**config.mk**
```make
export PLATFORM = sky130hd
export DESIGN_NAME = button_conditioner_flat
export DESIGN_NICKNAME = d
export VERILOG_FILES = /design/src/rtl/button_conditioner_if.sv /design/src/rtl/button_conditioner.sv /design/src/flat_wrapper.sv
export SDC_FILE = /design/constraint.sdc
export NUM_CORES = 1
export LEC_CHECK = 0
export CAP_MARGIN = 20
export CORE_ASPECT_RATIO = 0.7
export CORE_MARGIN = 10
export CORE_UTILIZATION = 49
export CTS_CLUSTER_DIAMETER = 80
export DETAILED_ROUTE_END_ITERATION = 8
export GPL_TIMING_DRIVEN = 1
export PLACE_DENSITY = 0.71
export SYNTH_ARGS = -nofsm -noshare
export SYNTH_HDL_FRONTEND = slang
export SYNTH_SLANG_ARGS = --single-unit
```
**constraint.sdc**
```tcl
create_clock -name clk -period 2.9 [get_ports clk]
set_clock_uncertainty 0.15 [all_clocks]
set_input_delay 0.58 -clock clk [delete_from_list [all_inputs] [get_ports clk]]
set_output_delay 0.58 -clock clk [all_outputs]
set_load 0.02 [all_outputs]
```
**src/rtl/button_conditioner_if.sv**
```systemverilog
// Button-side bundle: raw active-low buttons in, conditioned command pulses and held levels out.
`timescale 1ns/1ps
interface button_conditioner_if;
    logic       btn_increment;
    logic       btn_decrement;
    logic       btn_reset;
    logic       inc_pulse;
    logic       dec_pulse;
    logic       rst_pulse;
    logic [2:0] pressed;

    modport master (
        output btn_increment, btn_decrement, btn_reset,
        input  inc_pulse, dec_pulse, rst_pulse, pressed
    );

    modport slave (
        input  btn_increment, btn_decrement, btn_reset,
        output inc_pulse, dec_pulse, rst_pulse, pressed
    );
endinterface

```
**src/rtl/button_conditioner.sv**
```systemverilog
// Synchronises and debounces three active-low buttons, then arbitrates the accepted
// presses into mutually exclusive single-cycle command pulses.
`timescale 1ns/1ps
module button_conditioner #(
    parameter int unsigned DEBOUNCE_CYCLES = 50000,
    parameter int unsigned SYNC_STAGES     = 2
) (
    input  logic                  clk,
    input  logic                  rst_n,
    button_conditioner_if.slave   bus
);

    localparam int unsigned NCH = 3;
    localparam int unsigned CW  = $clog2(DEBOUNCE_CYCLES + 1);
    localparam logic [CW-1:0] CNT_ONE  = CW'(1);
    localparam logic [CW-1:0] CNT_LAST = CW'(DEBOUNCE_CYCLES - 1);

    // Bit 1 of the encoding is the debounced "held" level.
    typedef enum logic [1:0] {
        RELEASED     = 2'b00,
        PRESS_WAIT   = 2'b01,
        HELD         = 2'b10,
        RELEASE_WAIT = 2'b11
    } state_e;

    logic [NCH-1:0]         raw_c;
    logic [NCH-1:0]         s_c;
    logic [NCH-1:0]         acc_c;
    logic [SYNC_STAGES-1:0] sync_q  [NCH];
    logic [SYNC_STAGES-1:0] sync_d  [NCH];
    state_e                 state_q [NCH];
    state_e                 state_d [NCH];
    logic [CW-1:0]          cnt_q   [NCH];
    logic [CW-1:0]          cnt_d   [NCH];
    logic                   inc_pulse_q, inc_pulse_d;
    logic                   dec_pulse_q, dec_pulse_d;
    logic                   rst_pulse_q, rst_pulse_d;

    assign raw_c = {bus.btn_reset, bus.btn_decrement, bus.btn_increment};

    // Shift chain per channel; s = 1 means the synchronised button is pressed.
    always_comb begin
        for (int i = 0; i < NCH; i++) begin
            sync_d[i] = {sync_q[i][SYNC_STAGES-2:0], raw_c[i]};
            s_c[i]    = ~sync_q[i][SYNC_STAGES-1];
        end
    end

    always_ff @(posedge clk or negedge rst_n) begin
        if (!rst_n) begin
            for (int i = 0; i < NCH; i++) begin
                sync_q[i]  <= '1;
                state_q[i] <= RELEASED;
                cnt_q[i]   <= '0;
            end
            inc_pulse_q <= 1'b0;
            dec_pulse_q <= 1'b0;
            rst_pulse_q <= 1'b0;
        end else begin
            for (int i = 0; i < NCH; i++) begin
                sync_q[i]  <= sync_d[i];
                state_q[i] <= state_d[i];
                cnt_q[i]   <= cnt_d[i];
            end
            inc_pulse_q <= inc_pulse_d;
            dec_pulse_q <= dec_pulse_d;
            rst_pulse_q <= rst_pulse_d;
        end
    end

    // Debounce FSM: a new level must persist DEBOUNCE_CYCLES samples to be accepted.
    always_comb begin
        for (int i = 0; i < NCH; i++) begin
            state_d[i] = state_q[i];
            cnt_d[i]   = cnt_q[i];
            case (state_q[i])
                RELEASED: begin
                    if (s_c[i]) begin
                        state_d[i] = PRESS_WAIT;
                        cnt_d[i]   = CNT_ONE;
                    end
                end
                PRESS_WAIT: begin
                    if (!s_c[i])                 state_d[i] = RELEASED;
                    else if (cnt_q[i] == CNT_LAST) state_d[i] = HELD;
                    else                         cnt_d[i]   = cnt_q[i] + CNT_ONE;
                end
                HELD: begin
                    if (!s_c[i]) begin
                        state_d[i] = RELEASE_WAIT;
                        cnt_d[i]   = CNT_ONE;
                    end
                end
                RELEASE_WAIT: begin
                    if (s_c[i])                  state_d[i] = HELD;
                    else if (cnt_q[i] == CNT_LAST) state_d[i] = RELEASED;
                    else                         cnt_d[i]   = cnt_q[i] + CNT_ONE;
                end
                default: state_d[i] = RELEASED;
            endcase
        end
    end

    // Accept strobes and arbitration: reset wins, simultaneous inc+dec cancel.
    always_comb begin
        inc_pulse_d = 1'b0;
        dec_pulse_d = 1'b0;
        rst_pulse_d = 1'b0;
        for (int i = 0; i < NCH; i++) begin
            acc_c[i] = (state_q[i] == PRESS_WAIT) && s_c[i] && (cnt_q[i] == CNT_LAST);
        end
        if (acc_c[2]) begin
            rst_pulse_d = 1'b1;
        end else if (!(acc_c[0] && acc_c[1])) begin
            inc_pulse_d = acc_c[0];
            dec_pulse_d = acc_c[1];
        end
    end

    assign bus.inc_pulse = inc_pulse_q;
    assign bus.dec_pulse = dec_pulse_q;
    assign bus.rst_pulse = rst_pulse_q;
    assign bus.pressed   = {state_q[2][1], state_q[1][1], state_q[0][1]};

endmodule

```
**src/flat_wrapper.sv**
```systemverilog
// flat-port wrapper written by rule: the top's interface ports become plain ports
module button_conditioner_flat 
#(
    parameter int unsigned DEBOUNCE_CYCLES = 50000,
    parameter int unsigned SYNC_STAGES     = 2
)
  (clk, rst_n, bus_btn_increment, bus_btn_decrement, bus_btn_reset, bus_inc_pulse, bus_dec_pulse, bus_rst_pulse, bus_pressed);
  button_conditioner_if bus_i ();
  input  logic clk;
  input  logic rst_n;
  input wire logic [$bits(bus_i.btn_increment)-1:0] bus_btn_increment;
  input wire logic [$bits(bus_i.btn_decrement)-1:0] bus_btn_decrement;
  input wire logic [$bits(bus_i.btn_reset)-1:0] bus_btn_reset;
  output wire logic [$bits(bus_i.inc_pulse)-1:0] bus_inc_pulse;
  output wire logic [$bits(bus_i.dec_pulse)-1:0] bus_dec_pulse;
  output wire logic [$bits(bus_i.rst_pulse)-1:0] bus_rst_pulse;
  output wire logic [$bits(bus_i.pressed)-1:0] bus_pressed;
  assign bus_i.btn_increment = bus_btn_increment;
  assign bus_i.btn_decrement = bus_btn_decrement;
  assign bus_i.btn_reset = bus_btn_reset;
  assign bus_inc_pulse = bus_i.inc_pulse;
  assign bus_dec_pulse = bus_i.dec_pulse;
  assign bus_rst_pulse = bus_i.rst_pulse;
  assign bus_pressed = bus_i.pressed;
  button_conditioner #(.DEBOUNCE_CYCLES(DEBOUNCE_CYCLES), .SYNC_STAGES(SYNC_STAGES)) u_core (.clk(clk), .rst_n(rst_n), .bus(bus_i));
endmodule
```
; Yosys cells after proc, flatten, opt, wreduce, memory -nomap -nowiden
; Cells that the tools add are included.
; W data, S select, Z words.
[op_classes]
n_addsub = 3
n_eq_ne = 30
mux = 44
bitwise = 3
reduce_logical = 16
[op_table]
columns = cell, count
row1 = $mux W16, 15
row2 = $pmux W16 S4, 3
row3 = $add A16 B1 Y16 const B, 3
row4 = $eq A16 B16 Y1 const B, 3
row5 = $mux W2, 18
row6 = $pmux W2 S4, 3
row7 = $reduce_and A4 Y1, 6
row8 = $eq A2 B2 Y1 const B, 6
row9 = $ne A2 B1 Y1 const B, 6
row10 = $ne A2 B2 Y1 const B, 6
row11 = $ne A3 B1 Y1 const B, 3
row12 = $ne A3 B3 Y1 const B, 3
row13 = $logic_and A1 B1 Y1, 7
row14 = $eq A2 B1 Y1 const B, 3
row15 = $logic_not A2 Y1, 3
row16 = $mux W1, 5
row17 = $not A1 Y1, 3
[totals]
regBits = 63
inputBits = 5
word_cells = 108

; Depth between registers and ports, before layout
; Gate-level depths: netlist (run 1).
[logic_depth]
word_depth = 6
mapped_depth = 7
mapped_depth_nobuf = 6

; Worst setup path after synthesis (run 1)
; Ideal clock, no wire load.
[synth_timing]
kind = reg2reg
startpoint = register u_core.cnt_q[27] in the netlist's numbering
endpoint = register u_core.inc_pulse_q, in the netlist u_core.bus.inc_pulse
setup_ns = 0.120
t_arrival_ns = 1.935
required_ns = 2.630
slack_ns = 0.695
stages_incl_launch_ff = 5
n_path_buf = 0
period_less_slack_ns = 2.205
path_cell_list = dfrtp_1 -> or4_4 -> or4_4 -> or3_4 -> and3b_1
[synth_between]
elab_chain_cells = 5
[synth_lines]
columns = item, line
row1 = "start, declared", button_conditioner.sv:33  ; logic [CW-1:0] cnt_q [NCH];
row2 = "start signal, assigned by index", button_conditioner.sv:63  ; cnt_q[i] <= cnt_d[i];
row3 = $eq A16 B16 Y1, button_conditioner.sv:110  ; acc_c[i] = (state_q[i] == PRESS_WAIT) && s_c[i] && (cnt_q[i] == CNT_LAST);
row4 = $logic_and A1 B1 Y1, button_conditioner.sv:110
row5 = $logic_and A1 B1 Y1, button_conditioner.sv:114  ; end else if (!(acc_c[0] && acc_c[1])) begin
row6 = $mux W1, button_conditioner.sv:114
row7 = $mux W1, button_conditioner.sv:112  ; if (acc_c[2]) begin
row8 = net u_core.inc_pulse_d, button_conditioner.sv:35  ; logic inc_pulse_q, inc_pulse_d;
row9 = "end signal, assigned", button_conditioner.sv:65  ; inc_pulse_q <= inc_pulse_d;
row10 = "end, declared", button_conditioner.sv:35
; The timed path passes the listed nets, and every way through them passes these cells.
; A chain may end at the register's enable or synchronous reset.

; Worst setup path after layout (run 1)
[layout_timing]
startpoint = register u_core.cnt_q[0] in the netlist's numbering
endpoint = register u_core.cnt_q[0] in the netlist's numbering
[layout_between]
elab_chain_cells = 4
elab_cells_between_ends = 6
cone_classes = 1 x add/sub / 1 x eq/ne / 4 x mux
[layout_lines]
columns = item, line
row1 = $add A16 B1 Y16 / $eq A16 B16 Y1 (equally long branches), -
row2 = $mux W16 (*), "button_conditioner.sv:85, button_conditioner.sv:96"
row3 = "$mux W16, on equally long branches", "button_conditioner.sv:95, button_conditioner.sv:84"
row4 = $pmux W16 S4 (*), button_conditioner.sv:76  ; case (state_q[i])
; Mark *: on every way between the ends. The rest lies on a longest branch, timed or not. The select of a mux whose other input is x is not followed.

==> results.json, run 1 <==
{
  "status": "finished, final reports clean",
  "final_max_slew_viol_count": 0,
  "synth_cells": 352,
  "grt_max_degree": 27,
  "place.port_buffers": 10,
  "cpMaxStageDelayCell": "or4_4",
  "clock_latency_ps": 350,
  "totalWireLength_um": 7460,
  "dp_cells": 443,
  "worstPathArrival_ps": 2380,
  "start_util_pct": 50.3,
  "dpl_worst_slack_ps": 625,
  "grt_pass1_wl_um": 12600,
  "routed-via-count": 2837,
  "synth_ff_type": "dfrtp_1",
  "ys_warn_count": 0,
  "dpl.hpwl_um": 5120,
  "syn_area_sq_um": 3380,
  "synthArstFlopShare_pct": 100,
  "antenna_left": 0,
  "syn_nets": 360,
  "antenna_found_initial": 0,
  "place.gp.congestion": 0.894,
  "io_pins": 11,
  "tns_ps": 0,
  "via_per_inst": 6.18,
  "coreArea_sq_um": 6730,
  "drt_iter0_markers": 208,
  "routedWlPerCell_um": 16.2,
  "hold_path_class": "in2async",
  "clkTransAtPathRegs_ps": 70,
  "final_cells": 459,
  "drc": 0,
  "vdd_drop_max_mv": 0.314,
  "clockBufferDepth": 2,
  "fp.dieW_um": 119,
  "required_ps": 2980,
  "ys_top_cells_by_area": "dfrtp_1, dfstp_2, nand2_1, nand4_1, nand3_1",
  "num_antenna_cells": 0,
  "area_growth_pct": 9.87,
  "period_share_pct": 79.1,
  "yosysTopAreaCellShare_pct": 42.1,
  "rows": 25,
  "setup_viol": 0,
  "worst_pin_slew_ps": 847,
  "crit_fanout": 8,
  "cp_slowest_stage_delay_ps": 610,
  "hold_buffers": 0,
  "synth-seq-area-share_pct": 46.8,
  "cts.sinks": 63,
  "gr-usage-all-layers_pct": 14.8,
  "worstSetupStartpointType": "flip-flop",
  "cts_buffers": 9,
  "die_h_um": 89.5,
  "finalWorstSetupSlack_ps": 605,
  "yosysTopAreaCell": "dfrtp_1",
  "ys_ff_latch": 63,
  "max-cap-violations": 0,
  "htree_num_levels": 3,
  "rsz0062_at_grt": "false",
  "num-nets-final": 369,
  "whs_ps": 76.8,
  "synth_area_per_cell_sq_um": 9.62,
  "cts_setup_buffers": 0,
  "slew-limit-headroom_pct": 43.3,
  "critPathKind": "reg2reg",
  "grt_pass1_vias": 2544,
  "die_area_sq_um": 10700,
  "cp-end-kind": "flip-flop",
  "max_freq_mhz": 436,
  "cellPowerDensity_nw_per_um2": 504,
  "synth_edf_count": 0,
  "drive_above_1_share_pct": 10.7,
  "grt-ovfl-total": 0,
  "ys_types": 64,
  "reg2regPathDepth": 6,
  "worstReg2RegEnd": "u_core.cnt_q[0]$_DFFE_PN0P_",
  "leakage_nw": 1.51,
  "rrSetupSlack_ps": 610,
  "period_needed_ps": 2290,
  "path_cells": "ha_1 > nand4b_1 > or4_4 > nand2_2 > inv_2 > o21a_1",
  "dr.pass1.iters": 4,
  "cts.repair.resized": 0,
  "hold_viol_final": 0,
  "cts_tree": "yes",
  "regToRegStartpoint": "u_core.cnt_q[0]$_DFFE_PN0P_",
  "cts_root_buf": "clkbuf_8"
}
synth_stat cells (all sizes together) (3+ instances only):
cell type / n
or4b: 3
xnor2: 5
a221o: 5
mux2i: 8
and3: 5
dfrtp: 57
a21boi: 8
nand4: 17
inv: 16
ha: 3
nand2: 37
nor2: 11
nor4: 11
o21ai: 16
or3: 4
nand2b: 3
and2: 5
o22ai: 3
clkbuf: 12
o21a: 3
dfstp: 6
nand3: 20
a21oi: 11
o41ai: 3
a31oi: 8
nor3: 12
and4: 5
o31ai: 8
buf: 6
or4: 13
flip-flops by register name, indices dropped and copies added, names as in the netlist, named ones only:
name,flops
u_core.cnt_q,48
u_core.bus.dec_pulse,1
u_core.sync_q,3
u_core.sync_d,3
u_core.bus.rst_pulse,1
u_core.bus.inc_pulse,1
u_core.state_q,3
cell usage in the layout (no fill, tap or decap), types with 3 or more instances in the layout:
master           count
nor2_1              11
o21a_1               3
nor4_1              11
nor3_1              10
xnor2_1              5
inv_1               14
buf_4                6
and2_1               5
o31ai_1              8
a221o_1              5
nand3_1             20
nand2_1             36
nand4_1             17
a31oi_1              8
clkdlybuf4s50_1      9
o21ai_0             12
o21ai_1              4
and4_1               5
dfrtp_1             57
or4_4                3
mux2i_1              8
a21boi_1             6
or4b_1               3
o22ai_1              3
or4_1                9
a21oi_1             11
and3_1               4
dfstp_2              6
or3_1                3
clkbuf_1             3
nand2b_1             3
clkbuf_8            11
ha_1                 3
per-stage QoR:
step	power, W	utilization (%)	cell area, sq um
CTS	0.00189	55.2	3710
detailed placement	0.00121	52.7	3540
global placement	0.00121	52.7	3540
floorplan	0.00115	-	3380
finish	0.00187	55.3	3720
global route	0.00197	55.3	3720
critical path: cells and delay by family (launching register included):
family	cells	cell delay (ps)
compound gates	1	190
fa+ha+maj	1	320
buf+inv	1	110
flops	1	460
simple gates	3	960
power breakdown:
group / leakage (nW) / internal [W] / switching (W)
logic: 0.585 / 0.0000711 / 0.000110
registers: 0.835 / 0.000933 / 0.0000897
clock network: 0.0865 / 0.000352 / 0.000319
worst max path at each step:
| stage | start | end | slack, ps | depth (start not counted) |
|---|---|---|---|---|
| floorplan | u_core.cnt_q[27]$_DFFE_PN0P_ | u_core.bus.inc_pulse$_DFF_PN0_ | 700 | 4 |
| global placement | u_core.cnt_q[27]$_DFFE_PN0P_ | u_core.bus.inc_pulse$_DFF_PN0_ | 670 | 4 |
| detailed placement | u_core.cnt_q[0]$_DFFE_PN0P_ | u_core.cnt_q[0]$_DFFE_PN0P_ | 620 | 6 |
| CTS | u_core.sync_q[5]$_DFF_PN1_ | u_core.cnt_q[45]$_DFFE_PN0P_ | 600 | 4 |
| global route | u_core.cnt_q[0]$_DFFE_PN0P_ | u_core.cnt_q[0]$_DFFE_PN0P_ | 460 | 6 |
| finish | u_core.cnt_q[0]$_DFFE_PN0P_ | u_core.cnt_q[0]$_DFFE_PN0P_ | 610 | 6 |
cells by family after synthesis:
| group | share of synthesized area, % |
|---|---|
| AND/OR/NAND/NOR | 27.3 |
| AO/OA/AOI/OAI | 16.0 |
| flip-flops | 46.8 |
| buffers and inverters | 4.58 |
| multiplexers | 2.37 |
| XOR/XNOR | 1.81 |
| adder cells (fa/ha/maj) | 1.11 |
layer usage:
| layer | global-route usage (%) | up-vias | share of wire, % |
|---|---|---|---|
| li1 | - | 1357 | - |
| met1 | 20.0 | 1354 | 49 |
| met2 | 20.5 | 116 | 41 |
| met3 | 5.36 | 10 | 8.9 |
| met4 | 6.88 | 0 | 1.6 |
| met5 | 0 | - | 0 |
cell type report:
cell class	count	area, sq um
Clock buffer	14	163
Multi-Input combinational cell	254	1650
Timing Repair Buffer	16	140
Tap cell	94	118
Fill cell	604	3010
Clock inverter	1	5.00
Sequential cell	63	1580
Inverter	17	63.8
Power figures use the tool's default switching activity.
==> run 2, diff against run 1 <==
--- a/config.mk
+++ b/config.mk
@@ -12,7 +12,7 @@
 export CTS_CLUSTER_DIAMETER = 80
 export DETAILED_ROUTE_END_ITERATION = 8
 export GPL_TIMING_DRIVEN = 1
-export PLACE_DENSITY = 0.71
+export PLACE_DENSITY = 0.74
 export SYNTH_ARGS = -nofsm -noshare
 export SYNTH_HDL_FRONTEND = slang
 export SYNTH_SLANG_ARGS = --single-unit
==> constraint.sdc (replaced) <==
create_clock -name clk -period 2 [get_ports clk]
set_clock_uncertainty 0.15 [all_clocks]
set_input_delay 0.4 -clock clk [delete_from_list [all_inputs] [get_ports clk]]
set_output_delay 0.4 -clock clk [all_outputs]
set_load 0.02 [all_outputs]
==> run 2 against run 1 <==
The run now ends with setup timing left; via count increased by 12%; cell area increased by 20%; total power increased by 63%; first-iteration DRC count increased by 43%; register-to-register slack got worse by 860 ps; final cell count increased by 14%; largest power group unchanged.
==> results.json, run 2 (same netlist as run 1, synthesis figures left out) <==
{
  "worst_pin_slew_ps": 529,
  "finalWorstSetupSlack_ps": -259,
  "totalWireLength_um": 9050,
  "final_max_slew_viol_count": 0,
  "coreArea_sq_um": 6730,
  "grt_pass1_wl_um": 14900,
  "layout_common_cells": "buf_4, dfrtp_1, nand2_1, nand3_1, nand4_1",
  "die_area_sq_um": 10700,
  "hold_path_class": "reg2reg",
  "drt_iter0_markers": 298,
  "grt-ovfl-total": 0,
  "num-nets-final": 433,
  "start_util_pct": 50.3,
  "drive_above_1_share_pct": 30.5,
  "cellPowerDensity_nw_per_um2": 685,
  "antenna_found_initial": 0,
  "register_area_sq_um": 1590,
  "leakage_nw": 1.94,
  "layout_commonest_cell": "buf_4",
  "max-cap-violations": 0,
  "slew-limit-headroom_pct": 64.8,
  "max_freq_mhz": 443,
  "largest_register_ffs": 48,
  "clock_latency_ps": 340,
  "fp.dieW_um": 119,
  "period_share_pct": 113,
  "top_register": "u_core.cnt_q",
  "routedWlPerCell_um": 17.3,
  "critPathKind": "reg2reg",
  "dr.pass1.iters": 5,
  "hold_viol_final": 0,
  "cp-end-kind": "flip-flop",
  "dpl.hpwl_um": 6230,
  "setup_viol": 26,
  "worstSetupStartpointType": "flip-flop",
  "dpl_worst_slack_ps": -268,
  "die_h_um": 89.5,
  "multi_input_area_sq_um": 1810,
  "place.gp.congestion": 0.939,
  "violations": "setup timing",
  "status": "finished with violations",
  "via_per_inst": 6.09,
  "io_pins": 11,
  "required_ps": 2080,
  "worstPathArrival_ps": 2340,
  "htree_num_levels": 3,
  "period_needed_ps": 2260,
  "clockBufferDepth": 2,
  "num_antenna_cells": 0,
  "cts_tree": "yes",
  "clkTransAtPathRegs_ps": 70,
  "gr-usage-all-layers_pct": 17.3,
  "area_growth_pct": 31.7,
  "grt_max_degree": 28,
  "place.port_buffers": 10,
  "cts.sinks": 63,
  "cts_root_buf": "clkbuf_8",
  "cts_buffers": 9,
  "rsz0062_at_grt": "true",
  "vdd_drop_max_mv": 0.386,
  "utilization_pct": 66.3,
  "grt_pass1_vias": 3055,
  "routed-via-count": 3189,
  "drc": 0,
  "antenna_left": 0,
  "fillers": 506,
  "crit_fanout": 3,
  "rows": 25
}
[run 2: layout make-up]
type / count / area share, %
Tap cell: 94 / 2.64
Multi-Input combinational cell: 254 / 40.7
Timing Repair Buffer: 80 / 14.8
Clock buffer: 13 / 3.79
Sequential cell: 63 / 35.6
Clock inverter: 3 / 0.898
Inverter: 17 / 1.60
[run 2: path summary, 6_finish.rpt]
check | start | end | slack, ps | cells after the start
min reg2reg | u_core.sync_d[5]$_DFF_PN1_ | u_core.sync_q[5]$_DFF_PN1_ | 210 | 0
min | u_core.sync_d[5]$_DFF_PN1_ | u_core.sync_q[5]$_DFF_PN1_ | 210 | 0
max reg2reg | u_core.cnt_q[29]$_DFFE_PN0P_ | u_core.bus.inc_pulse$_DFF_PN0_ | -260 | 4
max in group asynchronous | rst_n | u_core.cnt_q[17]$_DFFE_PN0P_ | 640 | 3
min in group asynchronous | rst_n | u_core.cnt_q[39]$_DFFE_PN0P_ | 430 | 2
max | u_core.cnt_q[29]$_DFFE_PN0P_ | u_core.bus.inc_pulse$_DFF_PN0_ | -260 | 4
[run 2: report_power, final]
group / switching [W] / internal (W) / total [W]
logic: 0.000267 / 0.000210 / 0.000477
clock network: 0.000488 / 0.000674 / 0.00116
registers: 0.0000630 / 0.00135 / 0.00142
[run 2: critical path: stages (launching register included)]
cell and delay, ps:
dfrtp_1 380, or4_4 550, or4_4 560, or3_4 350, and3b_1 170
[run 2: layer usage]
layer	global-route usage [%]	vias to the layer above	wire length, um
li1	-	1485	-
met2	27.1	150	4140
met1	22.5	1538	4030
met3	4.79	16	728
met4	6.55	0	152
met5	0	-	0
[run 2: per-stage QoR]
step	TNS, ps	power (W)	area, sq um	instances	hold WS [ps]
floorplan	-928	0.00167	3400	352	-45.6
finish	-1830	0.00305	4460	524	206
global placement	-2750	0.00186	4000	499	196
CTS	-1240	0.00306	4340	520	207
global route	-4010	0.00320	4460	524	209
detailed placement	-3960	0.00187	4000	499	197
[run 2: repair_timing]
action / CTS / global route
buffers inserted: 4 / 4
gates cloned: 0 / 0
hold buffers: 1 / 0
pin swaps: 10 / 5
resized for setup: 23 / 20
endpoints found under the setup margin: 35 / 41
hold endpoints to repair: 19 / 0
==> run 3, diff against run 2 <==
--- a/config.mk
+++ b/config.mk
@@ -11,7 +11,7 @@
 export CORE_UTILIZATION = 49
 export CTS_CLUSTER_DIAMETER = 80
 export DETAILED_ROUTE_END_ITERATION = 8
-export GPL_TIMING_DRIVEN = 1
+export GPL_TIMING_DRIVEN = 0
 export PLACE_DENSITY = 0.74
 export SYNTH_ARGS = -nofsm -noshare
 export SYNTH_HDL_FRONTEND = slang
==> run 3 against run 2 <==
The run ends with hold timing, setup timing left; largest power group unchanged; sequential share of layout area is 0.71 points higher; clock-buffer cell count is 1 lower; critical endpoint unchanged; via count is 2.3% lower; final cell count is 4.6% lower; total power is 0.12% lower.
==> results.json, run 3 (same netlist as run 1, synthesis figures left out) <==
{
  "leakage_nw": 1.81,
  "crit_buf_inv": 0,
  "regToRegStartpoint": "u_core.cnt_q[26]$_DFFE_PN0P_",
  "totalWireLength_um": 8850,
  "layout_commonest_cell": "dfrtp_1",
  "status": "finished with violations",
  "wl_met3_um": 552,
  "cts.sinks": 63,
  "worstReg2RegEnd": "u_core.bus.inc_pulse$_DFF_PN0_",
  "drc": 0,
  "clock_latency_ps": 360,
  "grt_max_degree": 64,
  "coreArea_sq_um": 6730,
  "top_register": "u_core.cnt_q",
  "finalWorstSetupSlack_ps": -297,
  "largest_register_ffs": 48,
  "hold_viol_final": 25,
  "cpMaxStageDelayCell": "or4_4",
  "max-cap-violations": 0,
  "required_ps": 2100,
  "path_cells": "or4_4 > or4_4 > or3_4 > and3b_1",
  "path_depth": 4,
  "max_freq_mhz": 435,
  "placed_area_sq_um": 3610,
  "die_area_sq_um": 10700,
  "via_per_inst": 6.23,
  "fp.dieW_um": 119,
  "dpl.hpwl_um": 5200,
  "cp_slowest_stage_delay_ps": 570,
  "grt_pass1_wl_um": 14900,
  "worstSetupEndpoint": "u_core.bus.inc_pulse$_DFF_PN0_",
  "worst_pin_slew_ps": 792,
  "hold_buffers": 0,
  "routedWlPerCell_um": 17.7,
  "grt_pass1_vias": 2965,
  "violations": "hold timing, setup timing",
  "drt_iter0_markers": 273,
  "start_util_pct": 50.3,
  "final_max_slew_viol_count": 0,
  "rows": 25,
  "setup_viol": 34,
  "num_antenna_cells": 0,
  "critical_path.startpoint": "u_core.cnt_q[26]$_DFFE_PN0P_",
  "clkTransAtPathRegs_ps": 80,
  "final_area_sq_um": 4380,
  "crit_fanout": 3,
  "vdd_drop_max_mv": 0.588,
  "cts_buffers": 9,
  "antenna_found_initial": 0,
  "met1Wirelength_um": 4060,
  "io_pins": 11,
  "cts_root_buf": "clkbuf_8",
  "area_growth_pct": 29.5,
  "dr.pass1.iters": 5,
  "cts_tree": "yes",
  "slew-limit-headroom_pct": 47.2,
  "place.gp.congestion": 0.896,
  "period_share_pct": 115,
  "critical-path-top-delay-family": "simple AND/OR/NAND/NOR gates",
  "path_common_cell": "or4_4",
  "hold_path_class": "in2async",
  "place.port_buffers": 10,
  "die_h_um": 89.5,
  "worstSetupStartpointType": "flip-flop",
  "clockBufferDepth": 2,
  "antenna_left": 0,
  "critPathKind": "reg2reg",
  "layout_common_cells": "dfrtp_1, nand2_1, buf_4, nand4_1, nand3_1",
  "period_needed_ps": 2300,
  "worstPathArrival_ps": 2390,
  "rsz0062_at_grt": "true",
  "cp-end-kind": "flip-flop",
  "routed.top_layer": "met4",
  "cellPowerDensity_nw_per_um2": 696,
  "wl_met2_um": 4060,
  "reg2regPathDepth": 4,
  "drive_above_1_share_pct": 27.3,
  "rrSetupSlack_ps": -300,
  "num-nets-final": 410,
  "grt-ovfl-total": 0,
  "gr-usage-all-layers_pct": 17.3,
  "htree_num_levels": 3,
  "whs_ps": -30.2,
  "routed-via-count": 3116,
  "tns_ps": -4890
}
run 3: layout make-up:
class	count	area, sq um
multi-input combinational	254	1880
sequential	63	1590
clock inverter	3	68.8
fill	533	2340
tap	94	118
buffer	13	88.8
inverter	17	78.8
timing repair inverter	1	8.76
timing repair buffer	43	413
clock buffer	12	135
run 3: how the worst min path moves through the flow:
stage,start,end,depth (start not counted),slack (ps)
after CTS,rst_n,u_core.cnt_q[41]$_DFFE_PN0P_,1,7
after global routing,rst_n,u_core.cnt_q[41]$_DFFE_PN0P_,1,40
after floorplan,rst_n,async pin,0,-50
after detailed placement,u_core.sync_d[3]$_DFF_PN1_,u_core.sync_q[3]$_DFF_PN1_,0,200
after global placement,u_core.sync_d[3]$_DFF_PN1_,u_core.sync_q[3]$_DFF_PN1_,0,200
final,rst_n,u_core.cnt_q[41]$_DFFE_PN0P_,1,-30
run 3: layer usage:
layer | up-vias | track usage [%]
met5 | - | 0
met4 | 0 | 6.55
met3 | 21 | 5.80
met2 | 116 | 26.3
met1 | 1535 | 22.4
li1 | 1444 | -
run 3: power by group:
part | internal, W | switching [W] | total (W)
logic | 0.000166 | 0.000221 | 0.000387
clock network | 0.000699 | 0.000490 | 0.00119
registers | 0.00135 | 0.000123 | 0.00147
run 3: stage by stage:
stage | worst slack [ps] | std cells | utilization [%] | total power, W
after detailed placement | -356 | 456 | 53.7 | 0.00178
after global routing | -333 | 500 | 65.2 | 0.00320
after global placement | -1710 | 456 | 53.8 | 0.00177
after CTS | -285 | 493 | 62.8 | 0.00304
final | -297 | 500 | 65.2 | 0.00305
after floorplan | -196 | 352 | - | 0.00167
run 3: what timing repair did:
item,4_1_cts,5_1_grt
buffers inserted,24,8
gates cloned,2,0
endpoints found under the setup margin,47,53
resized for setup,51,24
pin swaps,17,17
